**src/rtl/uart_config_responder.sv**
```systemverilog
// uart_config_responder
//
// Listens to the UART receive byte stream for a run of SYN_NUMBER consecutive
// SYN_CHAR bytes. That run opens a configuration session. Inside a session,
// each command byte is answered with ACK_CHAR or NACK_CHAR on the transmit
// side. Accepted writes go to a shadow copy of the line settings. The END
// command commits the shadow copy to the outputs and closes the session. A
// rejected command, or a timeout when that feature is built in, throws the
// shadow away and closes the session.
//
// Command byte layout:
//   [7:4] must be 0
//   [3:2] code
//   [1:0] ID: 00 = END, 01 = data width, 10 = parity, 11 = stop bits
//
// Optional feature: define UART_CONFIG_TIMEOUT_EN to abort a session after
// TIMEOUT_CYCLES consecutive cycles in WAIT_CMD with no received byte.
//
// Ports:
//   clk_i             system clock, rising edge
//   rst_n_i           asynchronous active-low reset
//   rx_data_i[7:0]    received byte
//   rx_valid_i        one-cycle strobe, rx_data_i valid
//   tx_data_o[7:0]    response byte (ACK/NACK)
//   tx_valid_o        response byte valid
//   tx_ready_i        transmitter accepts the response byte
//   data_width_o[1:0] committed data width code
//   parity_mode_o[1:0] committed parity mode code
//   stop_bits_o[1:0]  committed stop bits code
//   config_active_o   high while a session is open
//   int_config_req_o  one-cycle pulse when a session opens
//   int_config_fail_o one-cycle pulse when a session aborts
module uart_config_responder #(
  parameter int          SYN_NUMBER     = 3,
  parameter logic [7:0]  SYN_CHAR       = 8'h16,
  parameter logic [7:0]  ACK_CHAR       = 8'h06,
  parameter logic [7:0]  NACK_CHAR      = 8'h15,
  parameter int          TIMEOUT_CYCLES = 1_000_000
) (
  input  logic       clk_i,
  input  logic       rst_n_i,
  input  logic [7:0] rx_data_i,
  input  logic       rx_valid_i,
  output logic [7:0] tx_data_o,
  output logic       tx_valid_o,
  input  logic       tx_ready_i,
  output logic [1:0] data_width_o,
  output logic [1:0] parity_mode_o,
  output logic [1:0] stop_bits_o,
  output logic       config_active_o,
  output logic       int_config_req_o,
  output logic       int_config_fail_o
);

  localparam int SYN_CNT_W = $clog2(SYN_NUMBER + 1);

  // Reset values: 8 data bits, even parity, 1 stop bit.
  localparam logic [1:0] RST_WIDTH  = 2'b11;
  localparam logic [1:0] RST_PARITY = 2'b00;
  localparam logic [1:0] RST_STOP   = 2'b00;

  typedef enum logic [1:0] {
    IDLE      = 2'd0,
    SEND_ACK  = 2'd1,
    WAIT_CMD  = 2'd2,
    SEND_NACK = 2'd3
  } state_t;

  state_t state, state_nxt;
  // Set while SEND_ACK is answering END, so the handshake closes the session.
  logic   end_ack, end_ack_nxt;

  logic [SYN_CNT_W-1:0] syn_cnt;
  logic [1:0]           sh_width, sh_parity, sh_stop;

  logic       syn_match;
  logic [1:0] cmd_id;
  logic [1:0] cmd_code;
  logic       cmd_bad;
  logic       open_session;
  logic       cmd_write;
  logic       cmd_end;
  logic       nack_done;
  logic       timeout_hit;

  assign syn_match = (rx_data_i == SYN_CHAR);
  assign cmd_id    = rx_data_i[1:0];
  assign cmd_code  = rx_data_i[3:2];
  // Stop-bit codes 10/11 are not defined, so they are rejected like a bad header.
  assign cmd_bad   = (rx_data_i[7:4] != 4'h0) || ((cmd_id == 2'b11) && cmd_code[1]);

`ifdef UART_CONFIG_TIMEOUT_EN
  localparam int TMO_W = $clog2(TIMEOUT_CYCLES + 1);
  logic [TMO_W-1:0] tmo_cnt;

  // The count restarts on every received byte and whenever the FSM leaves WAIT_CMD.
  assign timeout_hit = (state == WAIT_CMD) && !rx_valid_i &&
                       (tmo_cnt == TMO_W'(TIMEOUT_CYCLES - 1));

  always_ff @(posedge clk_i or negedge rst_n_i) begin
    if (!rst_n_i) begin
      tmo_cnt <= '0;
    end else if ((state == WAIT_CMD) && !rx_valid_i && !timeout_hit) begin
      tmo_cnt <= tmo_cnt + TMO_W'(1);
    end else begin
      tmo_cnt <= '0;
    end
  end
`else
  assign timeout_hit = 1'b0;
`endif

  always_ff @(posedge clk_i or negedge rst_n_i) begin
    if (!rst_n_i) begin
      state   <= IDLE;
      end_ack <= 1'b0;
    end else begin
      state   <= state_nxt;
      end_ack <= end_ack_nxt;
    end
  end

  always_comb begin
    state_nxt    = state;
    end_ack_nxt  = end_ack;
    open_session = 1'b0;
    cmd_write    = 1'b0;
    cmd_end      = 1'b0;
    nack_done    = 1'b0;
    case (state)
      IDLE: begin
        if (rx_valid_i && syn_match && (syn_cnt == SYN_CNT_W'(SYN_NUMBER - 1))) begin
          open_session = 1'b1;
          end_ack_nxt  = 1'b0;
          state_nxt    = SEND_ACK;
        end
      end
      WAIT_CMD: begin
        if (rx_valid_i) begin
          if (cmd_bad) begin
            state_nxt = SEND_NACK;
          end else if (cmd_id == 2'b00) begin
            cmd_end     = 1'b1;
            end_ack_nxt = 1'b1;
            state_nxt   = SEND_ACK;
          end else begin
            cmd_write   = 1'b1;
            end_ack_nxt = 1'b0;
            state_nxt   = SEND_ACK;
          end
        end else if (timeout_hit) begin
          state_nxt = SEND_NACK;
        end
      end
      SEND_ACK: begin
        if (tx_ready_i) begin
          state_nxt   = end_ack ? IDLE : WAIT_CMD;
          end_ack_nxt = 1'b0;
        end
      end
      SEND_NACK: begin
        if (tx_ready_i) begin
          nack_done = 1'b1;
          state_nxt = IDLE;
        end
      end
      default: state_nxt = IDLE;
    endcase
  end

  // The response byte comes straight from the state, so it is stable for the whole stall.
  always_comb begin
    tx_valid_o = 1'b0;
    tx_data_o  = 8'h00;
    if (state == SEND_ACK) begin
      tx_valid_o = 1'b1;
      tx_data_o  = ACK_CHAR;
    end else if (state == SEND_NACK) begin
      tx_valid_o = 1'b1;
      tx_data_o  = NACK_CHAR;
    end
  end

  assign config_active_o = (state != IDLE);

  // The SYN run only advances in IDLE. It is held at zero everywhere else, so
  // every return to IDLE starts counting from scratch.
  always_ff @(posedge clk_i or negedge rst_n_i) begin
    if (!rst_n_i) begin
      syn_cnt <= '0;
    end else if ((state != IDLE) || open_session) begin
      syn_cnt <= '0;
    end else if (rx_valid_i) begin
      syn_cnt <= syn_match ? (syn_cnt + SYN_CNT_W'(1)) : '0;
    end
  end

  always_ff @(posedge clk_i or negedge rst_n_i) begin
    if (!rst_n_i) begin
      sh_width  <= RST_WIDTH;
      sh_parity <= RST_PARITY;
      sh_stop   <= RST_STOP;
    end else if (open_session || nack_done) begin
      // Opening snapshots the live settings. An abort discards the edits the same way.
      sh_width  <= data_width_o;
      sh_parity <= parity_mode_o;
      sh_stop   <= stop_bits_o;
    end else if (cmd_write) begin
      case (cmd_id)
        2'b01:   sh_width  <= cmd_code;
        2'b10:   sh_parity <= cmd_code;
        default: sh_stop   <= cmd_code;
      endcase
    end
  end

  always_ff @(posedge clk_i or negedge rst_n_i) begin
    if (!rst_n_i) begin
      data_width_o  <= RST_WIDTH;
      parity_mode_o <= RST_PARITY;
      stop_bits_o   <= RST_STOP;
    end else if (cmd_end) begin
      data_width_o  <= sh_width;
      parity_mode_o <= sh_parity;
      stop_bits_o   <= sh_stop;
    end
  end

  always_ff @(posedge clk_i or negedge rst_n_i) begin
    if (!rst_n_i) begin
      int_config_req_o  <= 1'b0;
      int_config_fail_o <= 1'b0;
    end else begin
      int_config_req_o  <= open_session;
      int_config_fail_o <= nack_done;
    end
  end

endmodule

```
**config.mk**
```make
export PLATFORM = sky130hd
export DESIGN_NAME = uart_config_responder
export DESIGN_NICKNAME = d
export VERILOG_FILES = /design/src/rtl/uart_config_responder.sv
export SDC_FILE = /design/constraint.sdc
export NUM_CORES = 1
export LEC_CHECK = 0
export ABC_CLOCK_PERIOD_IN_PS = 2200
export CORE_UTILIZATION = 50
export CTS_BUF_LIST = sky130_fd_sc_hd__clkbuf_2
export DETAILED_ROUTE_END_ITERATION = 10
export HOLD_SLACK_MARGIN = 0.1
export PLACE_DENSITY_LB_ADDON = 0.15
export SYNTH_ARGS = -nofsm -noshare
export SYNTH_HDL_FRONTEND = slang
export SYNTH_SLANG_ARGS = --single-unit
```
**constraint.sdc**
```tcl
create_clock -name clk_i -period 2.2 [get_ports clk_i]
set_clock_uncertainty 0.15 [all_clocks]
set_input_delay 0.55 -clock clk_i [delete_from_list [all_inputs] [get_ports clk_i]]
set_output_delay 0.55 -clock clk_i [all_outputs]
set_load 0.01 [all_outputs]
```
==> results by group <==
Clock tree
  – H-Tree Depth: 1
  – CTS tree: done
  – Post-CTS Hold Buffers: 0
  – Worst-path clk slew: 0.18 ns
  – Worst-skew pair later-pin latency: 0.32 ns
  – Cts bufs inserted: 3
  – Root Driver: clkbuf_2
  – Clock Path Buffers: 2
  – Clock sinks: 19

Drt
  – Drt drc: 0
  – Via count: 933
  – Initial DRC Count: 22
  – Post-DR vias/cell: around 5.4
  – DRT Pass-1 Iters: 4
  – WL per Instance: 14.7 µm
  – Total Wirelength: about 2600 µm
  – Post-DRT Antenna Nets: 0

Finish
  – Post-Layout Inst Area: 1620 µm²
  – Number of diodes: 0
  – Most frequent cells in the layout: buf_4, clkdlybuf4s50_1, dfrtp_1
  – Synthesis-to-layout area growth: 43.7%
  – Share of layout cells above drive strength 1: 40.1%
  – Nets: 165
  – Commonest non-fill, non-tap cell in the layout: buf_4
  – Layout Utilization: 79.5%

Floorplan
  – Effective utilization at floorplan: 55.3%
  – Die area: 2450 µm²
  – Die height: 49.5 µm
  – Die Width: 49.5 µm
  – Site row count: 16
  – Num ports: 30
  – Core area: 2040 µm²

Worst hold path
  – HP Class: input port to async pin

Setup path
  – Crit path largest cell delay: 0.58 ns
  – CP arrival: around 1.4 ns
  – Crit path cell chain: clkdlybuf4s50_1
  – CP bufs+invs: 1
  – Setup crit start kind: register
  – Crit end category: output pin
  – Slowest-stage cell, CP: dfstp_2
  – R2r worst-path depth: 6
  – Kind of critical path: register to output pin
  – Stages on worst setup path: 1
  – Crit path max fanout: 3
  – Top delay family on crit path: flip-flops
  – CP required: 1.50 ns

Timing
  – Min Clock Period, post-route: around 2.1 ns
  – Final setup TNS: 0 ns
  – RSZ-0062 raised after global routing: false
  – Final setup margin: just under 0.06 ns
  – Final setup vio count: 0
  – Final Slew Violations: 0
  – F_max: 467 MHz
  – Final period util: 97.3%
  – Final hold vios: 0

Run status
  – Status: complete, no violations

Place
  – Input/output buffers: 25
  – Placed inst area: 1530 µm²
  – Final Wtd Congestion: 0.858
  – Pre-CTS WS: -0.490 ns
  – Detailed Place HPWL: 1860 µm

Logic synthesis
  – Sequential share of the synthesized area: around 43%
  – Post-synth ARST share: 100%
  – Netlist Area Pre-Place: 1130 µm²
  – Mapped Avg Cell Area: 11.5 µm²
  – Synth cell types: 29
  – Mapped Cells: 98
  – Synthesized flop and latch total: 19
  – YS warnings: 0
  – Post-synth EDFFs: 0
  – Primary FF master, synth: dfrtp_1

GRT
  – Vias in the first global route: 924
  – Total grt overflow: 0
  – Initial antenna violation count: 0
  – First-pass GRT wire length: 4280 µm
  – Largest net degree at the start of global routing: 20
  – Gr usage total: 23.2%

Flow run
  – # Max-Cap Violations: 0

Power
  – LEAKAGE: 0.000846 µW
  – PwrDens: 363 nW/µm²
  – Power Total: 590 µW
  – Maximum VDD drop: 0.427 mV
-- repair_timing --
item / in CTS / in global routing
pin swaps: 3 / 2
resized for setup: 8 / 4
setup endpoints to repair: 14 / 8
setup buffers: 5 / 1
-- through the flow --
stage                     hold slack, ns  cells
after global placement             0.340    164
after detailed placement           0.349    164
after floorplan                    0.104    101
final                              0.386    174
after global routing               0.394    174
after CTS                          0.394    173
-- layer usage --
metal | vias to the layer above | share of wire, % | GRT usage (%)
met5 | - | 0 | 0
met4 | 0 | 3.9 | 12.9
met3 | 13 | 4.7 | 2.16
met2 | 45 | 48 | 37.6
met1 | 438 | 43 | 30.4
li1 | 437 | - | -
-- synthesized netlist by cell type (all sizes together) (2+ instances only) --
cell type	n	area (µm²)
a21oi	3	15.0
and2	2	12.5
and2b	2	15.0
and3	3	18.8
buf	7	52.6
clkbuf	2	7.51
dfrtp	15	375
dfstp	4	105
ha	5	62.6
inv	6	22.5
mux2	18	225
nand2	2	7.51
nand3	2	10.0
nand4	5	31.3
nor2	3	11.3
nor2b	3	18.8
o21ai	4	20.0
o31a	2	17.5
-- state kept, by name (all words and copies together) (netlist names) --
name,cells
data_width_o,2
end_ack,1
int_config_fail_o,1
int_config_req_o,1
parity_mode_o,2
sh_parity,2
sh_stop,2
sh_width,2
state,2
stop_bits_o,2
syn_cnt,2
-- where the power goes --
group / switching, µW / internal, µW / total, µW
sequential: 1.29 / 352 / 353
clock: 112 / 48.1 / 160
combinational: 37.0 / 40.2 / 77.2
total: 150 / 440 / 590
-- path summary, 6_finish.rpt --
| kind | slack, ns | end | startpoint |
|---|---|---|---|
| setup reg to reg | 0.20 | sh_parity[0] | state[0] |
| min in group clk_i | 0.39 | stop_bits_o[1] | sh_stop[1] |
| hold / removal | 0.39 | state[0] | rst_n_i |
| max in group asynchronous | 1.26 | data_width_o[1] | rst_n_i |
| setup / recovery | 0.06 | data_width_o[1] | data_width_o[1] |
| hold reg to reg | 0.39 | stop_bits_o[1] | sh_stop[1] |
-- layout make-up --
class | instances | area (µm²)
clock buffer | 4 | 20.0
fill | 154 | 418
inverter | 6 | 22.5
multi-input combinational | 67 | 603
sequential | 19 | 483
tap | 27 | 33.8
timing repair buffer | 51 | 462
-- logic make-up (layout without fill, tap and decap cells) --
family | Yosys count | in the layout | synth area share, %
simple gates | 26 | 26 | 14.5
flops | 19 | 19 | 42.5
mux | 18 | 18 | 19.9
buf+inv | 15 | 61 | 7.31
compound gates | 14 | 14 | 9.86
fa+ha+maj | 5 | 5 | 5.54
other cells | 1 | 4 | 0.332
Note: power is estimated with default switching activity, not from simulation.
